`config.mk`:
```
export PLATFORM = sky130hd
export DESIGN_NAME = bt_msg_scheduler
export DESIGN_NICKNAME = d
export VERILOG_FILES = /design/src/rtl/bt_msg_pkg.sv /design/src/rtl/bt_msg_rom.sv /design/src/rtl/bt_msg_scheduler.sv
export SDC_FILE = /design/constraint.sdc
export NUM_CORES = 1
export LEC_CHECK = 0
export CORE_UTILIZATION = 31
export DETAILED_ROUTE_END_ITERATION = 6
export GPL_TIMING_DRIVEN = 0
export SLEW_MARGIN = 10
export SYNTH_ARGS = -nofsm -noshare
export SYNTH_HDL_FRONTEND = slang
export SYNTH_SLANG_ARGS = --single-unit
```
`constraint.sdc`:
```
create_clock -name clk -period 6.5 [get_ports clk]
set_clock_uncertainty 0.2 [all_clocks]
set_input_delay 1.3 -clock clk [delete_from_list [all_inputs] [get_ports clk]]
set_output_delay 1.3 -clock clk [all_outputs]
set_load 0.01 [all_outputs]
```
`src/rtl/bt_msg_pkg.sv`:
```
// Shared ASCII constants, message classes, lengths and FSM states for the
// Bluetooth status-message scheduler.
package bt_msg_pkg;

  localparam logic [7:0] CH_F    = 8'h46;
  localparam logic [7:0] CH_I    = 8'h49;
  localparam logic [7:0] CH_M    = 8'h4D;
  localparam logic [7:0] CH_P    = 8'h50;
  localparam logic [7:0] CH_B    = 8'h42;
  localparam logic [7:0] CH_E    = 8'h45;
  localparam logic [7:0] CH_N    = 8'h4E;
  localparam logic [7:0] CH_D    = 8'h44;
  localparam logic [7:0] CH_C    = 8'h43;
  localparam logic [7:0] CH_S    = 8'h53;
  localparam logic [7:0] CH_U    = 8'h55;
  localparam logic [7:0] CH_DASH = 8'h2D;
  localparam logic [7:0] CH_HASH = 8'h23;

  localparam logic [3:0] LEN_FIM = 4'd10;
  localparam logic [3:0] LEN_PBM = 4'd10;
  localparam logic [3:0] LEN_END = 4'd5;

  typedef enum logic [1:0] {FIM = 2'd0, PBM = 2'd1, END = 2'd2} msg_class_t;

  typedef enum logic [1:0] {IDLE = 2'd0, SEND = 2'd1, GAP = 2'd2} sched_state_t;

  function automatic logic [3:0] msg_len(input msg_class_t cls);
    case (cls)
      FIM:     msg_len = LEN_FIM;
      PBM:     msg_len = LEN_PBM;
      default: msg_len = LEN_END;
    endcase
  endfunction

endpackage

```
`src/rtl/bt_msg_rom.sv`:
```
// Combinational message ROM: maps (class, byte index, unit) to the ASCII byte
// of the status message; indices past the message end read as 8'h00.
module bt_msg_rom
  import bt_msg_pkg::*;
#(
  parameter logic [7:0] DIGIT_BASE = 8'h31
) (
  input  logic [1:0] cls,
  input  logic [3:0] idx,
  input  logic [1:0] unit,
  output logic [7:0] byte_out
);

  msg_class_t cls_e;
  logic [7:0] digit;
  logic [7:0] tag0;
  logic [7:0] tag1;

  assign cls_e = msg_class_t'(cls);

  always_comb begin
    digit    = DIGIT_BASE + {6'd0, unit};
    tag0     = (cls_e == PBM) ? CH_P : CH_F;
    tag1     = (cls_e == PBM) ? CH_B : CH_I;
    byte_out = 8'h00;
    if (cls_e == END) begin
      case (idx)
        4'd0:    byte_out = CH_E;
        4'd1:    byte_out = CH_N;
        4'd2:    byte_out = CH_D;
        4'd3:    byte_out = CH_DASH;
        4'd4:    byte_out = CH_HASH;
        default: byte_out = 8'h00;
      endcase
    end else if (cls_e == FIM || cls_e == PBM) begin
      // FIM and PBM share the "xxM-CSUd-#" layout, differing only in the tag
      case (idx)
        4'd0:    byte_out = tag0;
        4'd1:    byte_out = tag1;
        4'd2:    byte_out = CH_M;
        4'd3:    byte_out = CH_DASH;
        4'd4:    byte_out = CH_C;
        4'd5:    byte_out = CH_S;
        4'd6:    byte_out = CH_U;
        4'd7:    byte_out = digit;
        4'd8:    byte_out = CH_DASH;
        4'd9:    byte_out = CH_HASH;
        default: byte_out = 8'h00;
      endcase
    end
  end

endmodule

```
`src/rtl/bt_msg_scheduler.sv`:
```
// Latches FIM/PBM/END message requests, grants them by fixed priority and
// streams each message byte-wise to the UART, with an idle gap between
// messages. Define BT_SCHED_DROP_CNT_EN to add the dropped-request counter.
module bt_msg_scheduler
  import bt_msg_pkg::*;
#(
  parameter int         GAP_CYCLES = 50000,
  parameter logic [7:0] DIGIT_BASE = 8'h31
) (
  input  logic       clk,
  input  logic       rst,
  input  logic       fim_req,
  input  logic [1:0] fim_unit,
  input  logic       pbm_req,
  input  logic [1:0] pbm_unit,
  input  logic       end_req,
  output logic       fim_ack,
  output logic       pbm_ack,
  output logic       end_ack,
  output logic [7:0] byte_data,
  output logic       byte_valid,
  input  logic       byte_ready,
  output logic       busy,
  output logic       msg_done
`ifdef BT_SCHED_DROP_CNT_EN
  ,
  output logic [7:0] drop_cnt
`endif
);

  localparam int GAP_W = (GAP_CYCLES > 0) ? $clog2(GAP_CYCLES + 1) : 1;
  localparam logic [GAP_W-1:0] GAP_LOAD = (GAP_CYCLES > 0) ? GAP_W'(GAP_CYCLES - 1) : '0;

  sched_state_t   state_q, state_d;
  msg_class_t     cls_q, cls_d;
  logic [1:0]     unit_q, unit_d;
  logic [3:0]     idx_q, idx_d;
  logic [GAP_W-1:0] gap_q, gap_d;
  logic           fim_pend_q, fim_pend_d, pbm_pend_q, pbm_pend_d, end_pend_q, end_pend_d;
  logic [1:0]     fim_unit_q, fim_unit_d, pbm_unit_q, pbm_unit_d;
  logic           byte_valid_q, byte_valid_d;
  logic [7:0]     byte_data_q, byte_data_d;
  logic           fim_ack_q, fim_ack_d, pbm_ack_q, pbm_ack_d, end_ack_q, end_ack_d;
  logic           msg_done_q, msg_done_d;
  logic           grant_fim, grant_pbm, grant_end;
  logic [7:0]     rom_byte;

  // The ROM looks at the next-cycle selection so byte_data can be registered
  bt_msg_rom #(.DIGIT_BASE(DIGIT_BASE)) u_rom (
    .cls     (cls_d),
    .idx     (idx_d),
    .unit    (unit_d),
    .byte_out(rom_byte)
  );

  always_comb begin
    state_d      = state_q;
    cls_d        = cls_q;
    unit_d       = unit_q;
    idx_d        = idx_q;
    gap_d        = gap_q;
    byte_valid_d = byte_valid_q;
    fim_ack_d    = 1'b0;
    pbm_ack_d    = 1'b0;
    end_ack_d    = 1'b0;
    msg_done_d   = 1'b0;
    grant_fim    = 1'b0;
    grant_pbm    = 1'b0;
    grant_end    = 1'b0;

    case (state_q)
      IDLE: begin
        if (fim_pend_q) begin
          grant_fim = 1'b1;
          cls_d     = FIM;
          unit_d    = fim_unit_q;
          fim_ack_d = 1'b1;
        end else if (pbm_pend_q) begin
          grant_pbm = 1'b1;
          cls_d     = PBM;
          unit_d    = pbm_unit_q;
          pbm_ack_d = 1'b1;
        end else if (end_pend_q) begin
          grant_end = 1'b1;
          cls_d     = END;
          unit_d    = 2'd0;
          end_ack_d = 1'b1;
        end
        if (fim_pend_q || pbm_pend_q || end_pend_q) begin
          idx_d        = 4'd0;
          byte_valid_d = 1'b1;
          state_d      = SEND;
        end
      end
      SEND: begin
        if (byte_valid_q && byte_ready) begin
          if (idx_q == msg_len(cls_q) - 4'd1) begin
            msg_done_d   = 1'b1;
            byte_valid_d = 1'b0;
            if (GAP_CYCLES == 0) begin
              state_d = IDLE;
            end else begin
              state_d = GAP;
              gap_d   = GAP_LOAD;
            end
          end else begin
            idx_d = idx_q + 4'd1;
          end
        end
      end
      GAP: begin
        if (gap_q == '0) begin
          state_d = IDLE;
        end else begin
          gap_d = gap_q - GAP_W'(1);
        end
      end
      default: begin
        state_d      = IDLE;
        byte_valid_d = 1'b0;
      end
    endcase

    byte_data_d = byte_valid_d ? rom_byte : 8'h00;

    // A pulse landing on the grant cycle re-arms the flag with its new unit
    fim_pend_d = (fim_pend_q && !grant_fim) || fim_req;
    pbm_pend_d = (pbm_pend_q && !grant_pbm) || pbm_req;
    end_pend_d = (end_pend_q && !grant_end) || end_req;
    fim_unit_d = (fim_req && (!fim_pend_q || grant_fim)) ? fim_unit : fim_unit_q;
    pbm_unit_d = (pbm_req && (!pbm_pend_q || grant_pbm)) ? pbm_unit : pbm_unit_q;
  end

  always_ff @(posedge clk or posedge rst) begin
    if (rst) begin
      state_q      <= IDLE;
      cls_q        <= FIM;
      unit_q       <= 2'd0;
      idx_q        <= 4'd0;
      gap_q        <= '0;
      fim_pend_q   <= 1'b0;
      pbm_pend_q   <= 1'b0;
      end_pend_q   <= 1'b0;
      fim_unit_q   <= 2'd0;
      pbm_unit_q   <= 2'd0;
      byte_valid_q <= 1'b0;
      byte_data_q  <= 8'h00;
      fim_ack_q    <= 1'b0;
      pbm_ack_q    <= 1'b0;
      end_ack_q    <= 1'b0;
      msg_done_q   <= 1'b0;
    end else begin
      state_q      <= state_d;
      cls_q        <= cls_d;
      unit_q       <= unit_d;
      idx_q        <= idx_d;
      gap_q        <= gap_d;
      fim_pend_q   <= fim_pend_d;
      pbm_pend_q   <= pbm_pend_d;
      end_pend_q   <= end_pend_d;
      fim_unit_q   <= fim_unit_d;
      pbm_unit_q   <= pbm_unit_d;
      byte_valid_q <= byte_valid_d;
      byte_data_q  <= byte_data_d;
      fim_ack_q    <= fim_ack_d;
      pbm_ack_q    <= pbm_ack_d;
      end_ack_q    <= end_ack_d;
      msg_done_q   <= msg_done_d;
    end
  end

`ifdef BT_SCHED_DROP_CNT_EN
  logic [7:0] drop_cnt_q, drop_cnt_d;
  logic [1:0] drop_num;
  logic [8:0] drop_sum;

  always_comb begin
    drop_num   = {1'b0, fim_req && fim_pend_q && !grant_fim}
               + {1'b0, pbm_req && pbm_pend_q && !grant_pbm}
               + {1'b0, end_req && end_pend_q && !grant_end};
    drop_sum   = {1'b0, drop_cnt_q} + {7'd0, drop_num};
    drop_cnt_d = drop_sum[8] ? 8'hFF : drop_sum[7:0];
  end

  always_ff @(posedge clk or posedge rst) begin
    if (rst) begin
      drop_cnt_q <= 8'h00;
    end else begin
      drop_cnt_q <= drop_cnt_d;
    end
  end

  assign drop_cnt = drop_cnt_q;
`endif

  assign fim_ack    = fim_ack_q;
  assign pbm_ack    = pbm_ack_q;
  assign end_ack    = end_ack_q;
  assign byte_valid = byte_valid_q;
  assign byte_data  = byte_data_q;
  assign msg_done   = msg_done_q;
  assign busy       = (state_q != IDLE);

endmodule

```
# After elaboration in Yosys (flattened, before gate mapping)
# Cells that the tools add are included.
[totals]
reg_bits = 46
in_bits = 10
output_inout_bits = 14
[op_classes]
addsub = 4
eq_ne = 20
mux = 47
reduce_logical = 30
[ops]
columns = ["cell", "count"]
rows = [
  ["$pmux W8 S9", 1],
  ["$mux W16", 3],
  ["$pmux W7 S5", 1],
  ["$pmux W16 S2", 1],
  ["$mux W4", 7],
  ["$mux W2", 12],
  ["$mux W8", 3],
  ["$eq A4 B3 Y1 const B", 4],
  ["$logic_not A16 Y1", 1],
  ["$sub A16 B1 Y16 const B", 1],
  ["$mux W1", 15],
  ["$ne A2 B2 Y1 const B", 5],
  ["$eq A4 B2 Y1 const B", 2],
  ["$eq A4 B4 Y1 const B", 2],
  ["$logic_or A1 B1 Y1", 8],
  ["$pmux W4 S2", 1],
  ["$reduce_and A4 Y1", 2],
  ["$add A6 B2 Y7 const A", 1],
  ["$eq A2 B1 Y1 const B", 3],
  ["$logic_and A1 B1 Y1", 6],
  ["$logic_not A2 Y1", 3],
  ["$pmux W2 S3", 1],
  ["$logic_not A1 Y1", 5],
  ["$mux W5", 1],
  ["other kinds (9)", 12],
]

# Logic depth before layout (Yosys ltp)
[logic_depth]
ltp_word = 16
mapped_depth = 10

# Hierarchy
# A second synthesis with hierarchy kept.
[hier_totals]
hier_cells = 268
area_unflattened_um2 = 2556.2
[by_module_without_submodules]
columns = ["mod", "instances", "cells_per_inst", "area_each_um2", "seq_area_each_um2"]
rows = [
  ["bt_msg_scheduler", 1, 214, 2173.3, 1151.1],
  ["bt_msg_rom", 1, 54, 382.9, 0.0],
]

# Worst setup path after synthesis
# No wires, ideal clock.
[synth_timing]
path_type = "input-to-reg"
from = "input byte_ready"
to = "register byte_data_q[0], in the netlist byte_data[0]"
setup_time_ps = 94
t_arrival_ps = 2694
setup_slack_ps = 3513
cell_stages = 8
n_path_buf = 0
path_cell_list = "and2_2 > nand2_1 > o311a_1 > nor2_4 > inv_4 > nor4_2 > o21ai_1 > a221oi_2"
[synth_via]
elab_chain_cells = 9
[synth_rtl]
columns = ["element", "line", "rtl"]
rows = [
  ["from (decl)", "bt_msg_scheduler.sv:22", "input logic byte_ready,"],
  ["$logic_and A1 B1 Y1 (*)", "bt_msg_scheduler.sv:96", "if (byte_valid_q && byte_ready) begin"],
  ["$mux W4 (*)", "bt_msg_scheduler.sv:96", ""],
  ["$pmux W4 S2 (*)", "bt_msg_scheduler.sv:71", "case (state_q)"],
  ["via idx_d[2]", "bt_msg_scheduler.sv:37", "logic [3:0] idx_q, idx_d;"],
  ["$eq A4 B2 Y1 / $eq A4 B4 Y1 (equally long branches)", "bt_msg_rom.sv:27, bt_msg_rom.sv:37", ""],
  ["$reduce_or A2 Y1 (no source line)", "-", ""],
  ["$pmux W8 S9", "bt_msg_rom.sv:37", "case (idx)"],
  ["$mux W8", "bt_msg_rom.sv:35", "end else if (cls_e == FIM || cls_e == PBM) begin"],
  ["$mux W8 (*)", "bt_msg_rom.sv:26", "if (cls_e == END) begin"],
  ["$mux W8 (*)", "bt_msg_scheduler.sv:124", "byte_data_d = byte_valid_d ? rom_byte : 8'h00;"],
  ["via byte_data_d[0]", "bt_msg_scheduler.sv:42", "logic [7:0] byte_data_q, byte_data_d;"],
  ["to (signal assigned)", "bt_msg_scheduler.sv:164", "byte_data_q <= byte_data_d;"],
  ["to (decl)", "bt_msg_scheduler.sv:42", ""],
]
# The timed path passes the listed nets; every way through them passes the cells marked *.
# A chain may end at the register's enable or synchronous reset.

# Final worst setup path
[layout_timing]
from = "input byte_ready"
to = "register byte_data_q[0], in the netlist byte_data[0]"
[layout_via]
elab_chain_cells = 9
[layout_rtl]
columns = ["element", "line"]
rows = [
  ["$logic_and A1 B1 Y1 (*)", "bt_msg_scheduler.sv:96"],
  ["$mux W4", "bt_msg_scheduler.sv:96"],
  ["$pmux W4 S2", "bt_msg_scheduler.sv:71"],
  ["$eq A4 B2 Y1 / $eq A4 B4 Y1 (equally long branches)", "bt_msg_rom.sv:27, bt_msg_rom.sv:37"],
  ["$reduce_or A2 Y1 (no source line)", "-"],
  ["$pmux W8 S9", "bt_msg_rom.sv:37"],
  ["$mux W8", "bt_msg_rom.sv:35"],
  ["$mux W8", "bt_msg_rom.sv:26"],
  ["$mux W8 (*)", "bt_msg_scheduler.sv:124"],
  ["via byte_data_d[0]", "bt_msg_scheduler.sv:42"],
]
# Marks and branches as above.

==> results_dict.tcl <==
set metrics [dict create \
    portBuffers 22 \
    final_max_slew_viol_count 0 \
    cts_tree "built" \
    hold_viol 0 \
    period_needed_ns 3.47 \
    cts_max_level 2 \
    antennaDiodeCount 0 \
    die_area_mm2 0.00797 \
    grt_pass1_wl_um 8600 \
    rsz0062_at_grt "false" \
    ctsHoldBuffers 0 \
    antenna_found_initial 0 \
    synth_seq_cells 45 \
    grt_max_degree 28 \
    start_util_pct 32.4 \
    place_hpwl_um 3550 \
    cp.arrival_ns 3.47 \
    grt_pass1_vias 1836 \
    finalPower_mw 0.514 \
    wl_um 4860 \
    drc_errors 0 \
    wire_per_inst_um 13.2 \
    period_share_pct 53.4 \
    ys_types 61 \
    crit_path_end_kind "register" \
    status "finished clean" \
    multiInputGateArea_mm2 0.00110 \
    drv_cap 0 \
    slew_headroom_pct 53.0 \
    cp_max_fo 6 \
    die_h_um 89.3 \
    post-cts-setup-buffers 0 \
    cp-start-kind "primary input" \
    first_iter_violations 74 \
    synth_ff_type "dfrtp_1" \
    synthCells 238 \
    min_path_type "reg -> reg" \
    cts_root_buffer "clkbuf_8" \
    fin_area_mm2 0.00285 \
    cts_buffers 5 \
    clock_latency_ns 0.30 \
    grt.overflow.total 0 \
    syn-cell-area_mm2 0.00236 \
    vias 1842 \
    yosys.area.top_type "dfrtp_1" \
    fin_nets 281 \
    drt-pass1-iter-count 4 \
    holdWs_ns 0.289 \
    ir_drop_uv 98.3 \
    synth_top_area_share_pct 47.7 \
    gp_congestion 0.875 \
    seq_area_frac_synth_pct 47.7 \
    syn2layout_area_growth_pct 20.5 \
    tightest_slew_ns 0.700 \
    synth_fp_nets 251 \
    p_per_area_mw_per_mm2 181 \
    cts_resized 0 \
    setup_viol 0 \
    fillers 754 \
    fp.dieW_um 89.3 \
    core_area_mm2 0.00729 \
    fin_ws_ns 3.03 \
    path_clk_slew_ns 0.09 \
    placed_cell_area_mm2 0.00273 \
    io_pins 24 \
    drtAntennaViolNets 0 \
    viasPerCell 5.01 \
    rows 31 \
    preCtsSetupSlack_ns 2.79 \
    synth_area_leaders "dfrtp_1 48%, nor2_1 4.0%, nand2_1 3.8%" \
    ys_async_sr_fraction_pct 100 \
    required_ns 6.50 \
    regArea_mm2 0.00113 \
    drive_gt1_share_pct 15.2 \
    ys_warn_count 0 \
    clock_path_buffers 2 \
    clock_sinks 45 \
    yosys-top-cells-count "45 x dfrtp_1, 25 x nor2_1, 24 x nand2_1" \
    synth_area_per_cell_um2 9.92 \
    p_leak_nw 1.18 \
    clock.fmax_mhz 288 \
    synth-edff-count 0 \
    synth.most_common_cell "dfrtp_1" \
    crit_type "in -> reg" \
    fin_setup_tns_ns 0 \
    grtUsageTotal_pct 13.9 \
]
-- flip-flops by register name (all words and copies together), names as in the netlist --
| signal | flops |
|---|---|
| fim_pend_q | 1 |
| end_pend_q | 1 |
| cls_q | 2 |
| pbm_pend_q | 1 |
| pbm_unit_q | 2 |
| byte_data | 7 |
| fim_unit_q | 2 |
| msg_done | 1 |
| pbm_ack | 1 |
| end_ack | 1 |
| idx_q | 4 |
| gap_q | 16 |
| unit_q | 2 |
| fim_ack | 1 |
| state_q | 2 |
| byte_valid | 1 |
-- per-stage QoR --
| step | cells | utilization (%) |
|---|---|---|
| after floorplan | 238 | - |
| after global placement | 359 | 37.1 |
| after detailed placement | 360 | 37.4 |
| after CTS | 368 | 39.0 |
| after global routing | 368 | 39.0 |
| final | 368 | 39.0 |
-- layer usage --
metal	global-route usage, %	wire length [µm]	part of all wire [%]	up-vias
li1	-	-	-	898
met3	3.23	164	3.4	4
met5	0	0	0	-
met2	23.8	2430	50	33
met1	17.8	2230	46	907
met4	3.17	37	0.76	0
-- report_power, final --
group	switching, mW	internal [mW]	total, mW
clock	0.0958	0.125	0.221
combinational	0.00683	0.00656	0.0134
sequential	0.0000000000000000216	0.280	0.280
total	0.103	0.411	0.514
-- path summary, 6_finish.rpt --
| kind | cells after the start | slack [ns] | end | startpoint |
|---|---|---|---|---|
| hold reg to reg | 2 | 0.29 | unit_q[1] | unit_q[1] |
| setup reg to reg | 10 | 3.87 | byte_data[1] | state_q[1] |
| max in group asynchronous | 3 | 4.49 | idx_q[2] | rst |
| setup / recovery | 8 | 3.03 | byte_data[0] | byte_ready |
| hold / removal | 2 | 0.29 | unit_q[1] | unit_q[1] |
| min in group asynchronous | 2 | 1.11 | gap_q[13] | rst |
-- layout by cell type, fill, tap and decap left out, types with 3 or more instances in the layout --
cell and n:
nor4_2 3, dfrtp_1 45, o21ai_0 9, inv_2 4, nand4_1 3, nand2b_1 4, ha_1 3, nor3_1 8
a21oi_1 8, a211oi_1 4, inv_1 9, xor2_1 7, nand2_1 24, nand3_1 6, clkbuf_8 8, nor2_1 25
mux2_2 4, nor4_1 7, xnor2_1 7, clkdlybuf4s50_1 22
-- area by class of cell --
type                            count  share of cell area (%)
Buffer                              6                    2.20
Clock inverter                      2                    1.32
Clock buffer                        6                    2.90
Multi-Input combinational cell    170                    38.8
Tap cell                           99                    4.35
Sequential cell                    45                    39.6
Timing Repair Buffer               23                    8.44
Inverter                           17                    2.42
-- worst max-delay path: stages --
cell and delay, ns:
clkdlybuf4s50_1 0.48, nand2_1 0.13, a211oi_1 0.26, o22a_2 0.24
nand4_1 0.22, o31ai_1 0.41, a2bb2oi_1 0.16, a221oi_2 0.27
-- cells by family after synthesis --
group                      after synthesis  synth area share [%]
and+or+nand+nor                        101                  23.2
AOI/OAI and AO/OA                       46                  14.3
DFF                                     45                  47.7
buffers and inverters                   23                  5.56
xor gates and xnor gates                14                  5.19
muxes                                    5                  2.33
adders and majority gates                3                  1.59
other                                    1                 0.159
(Power assumes the default switching activity.)
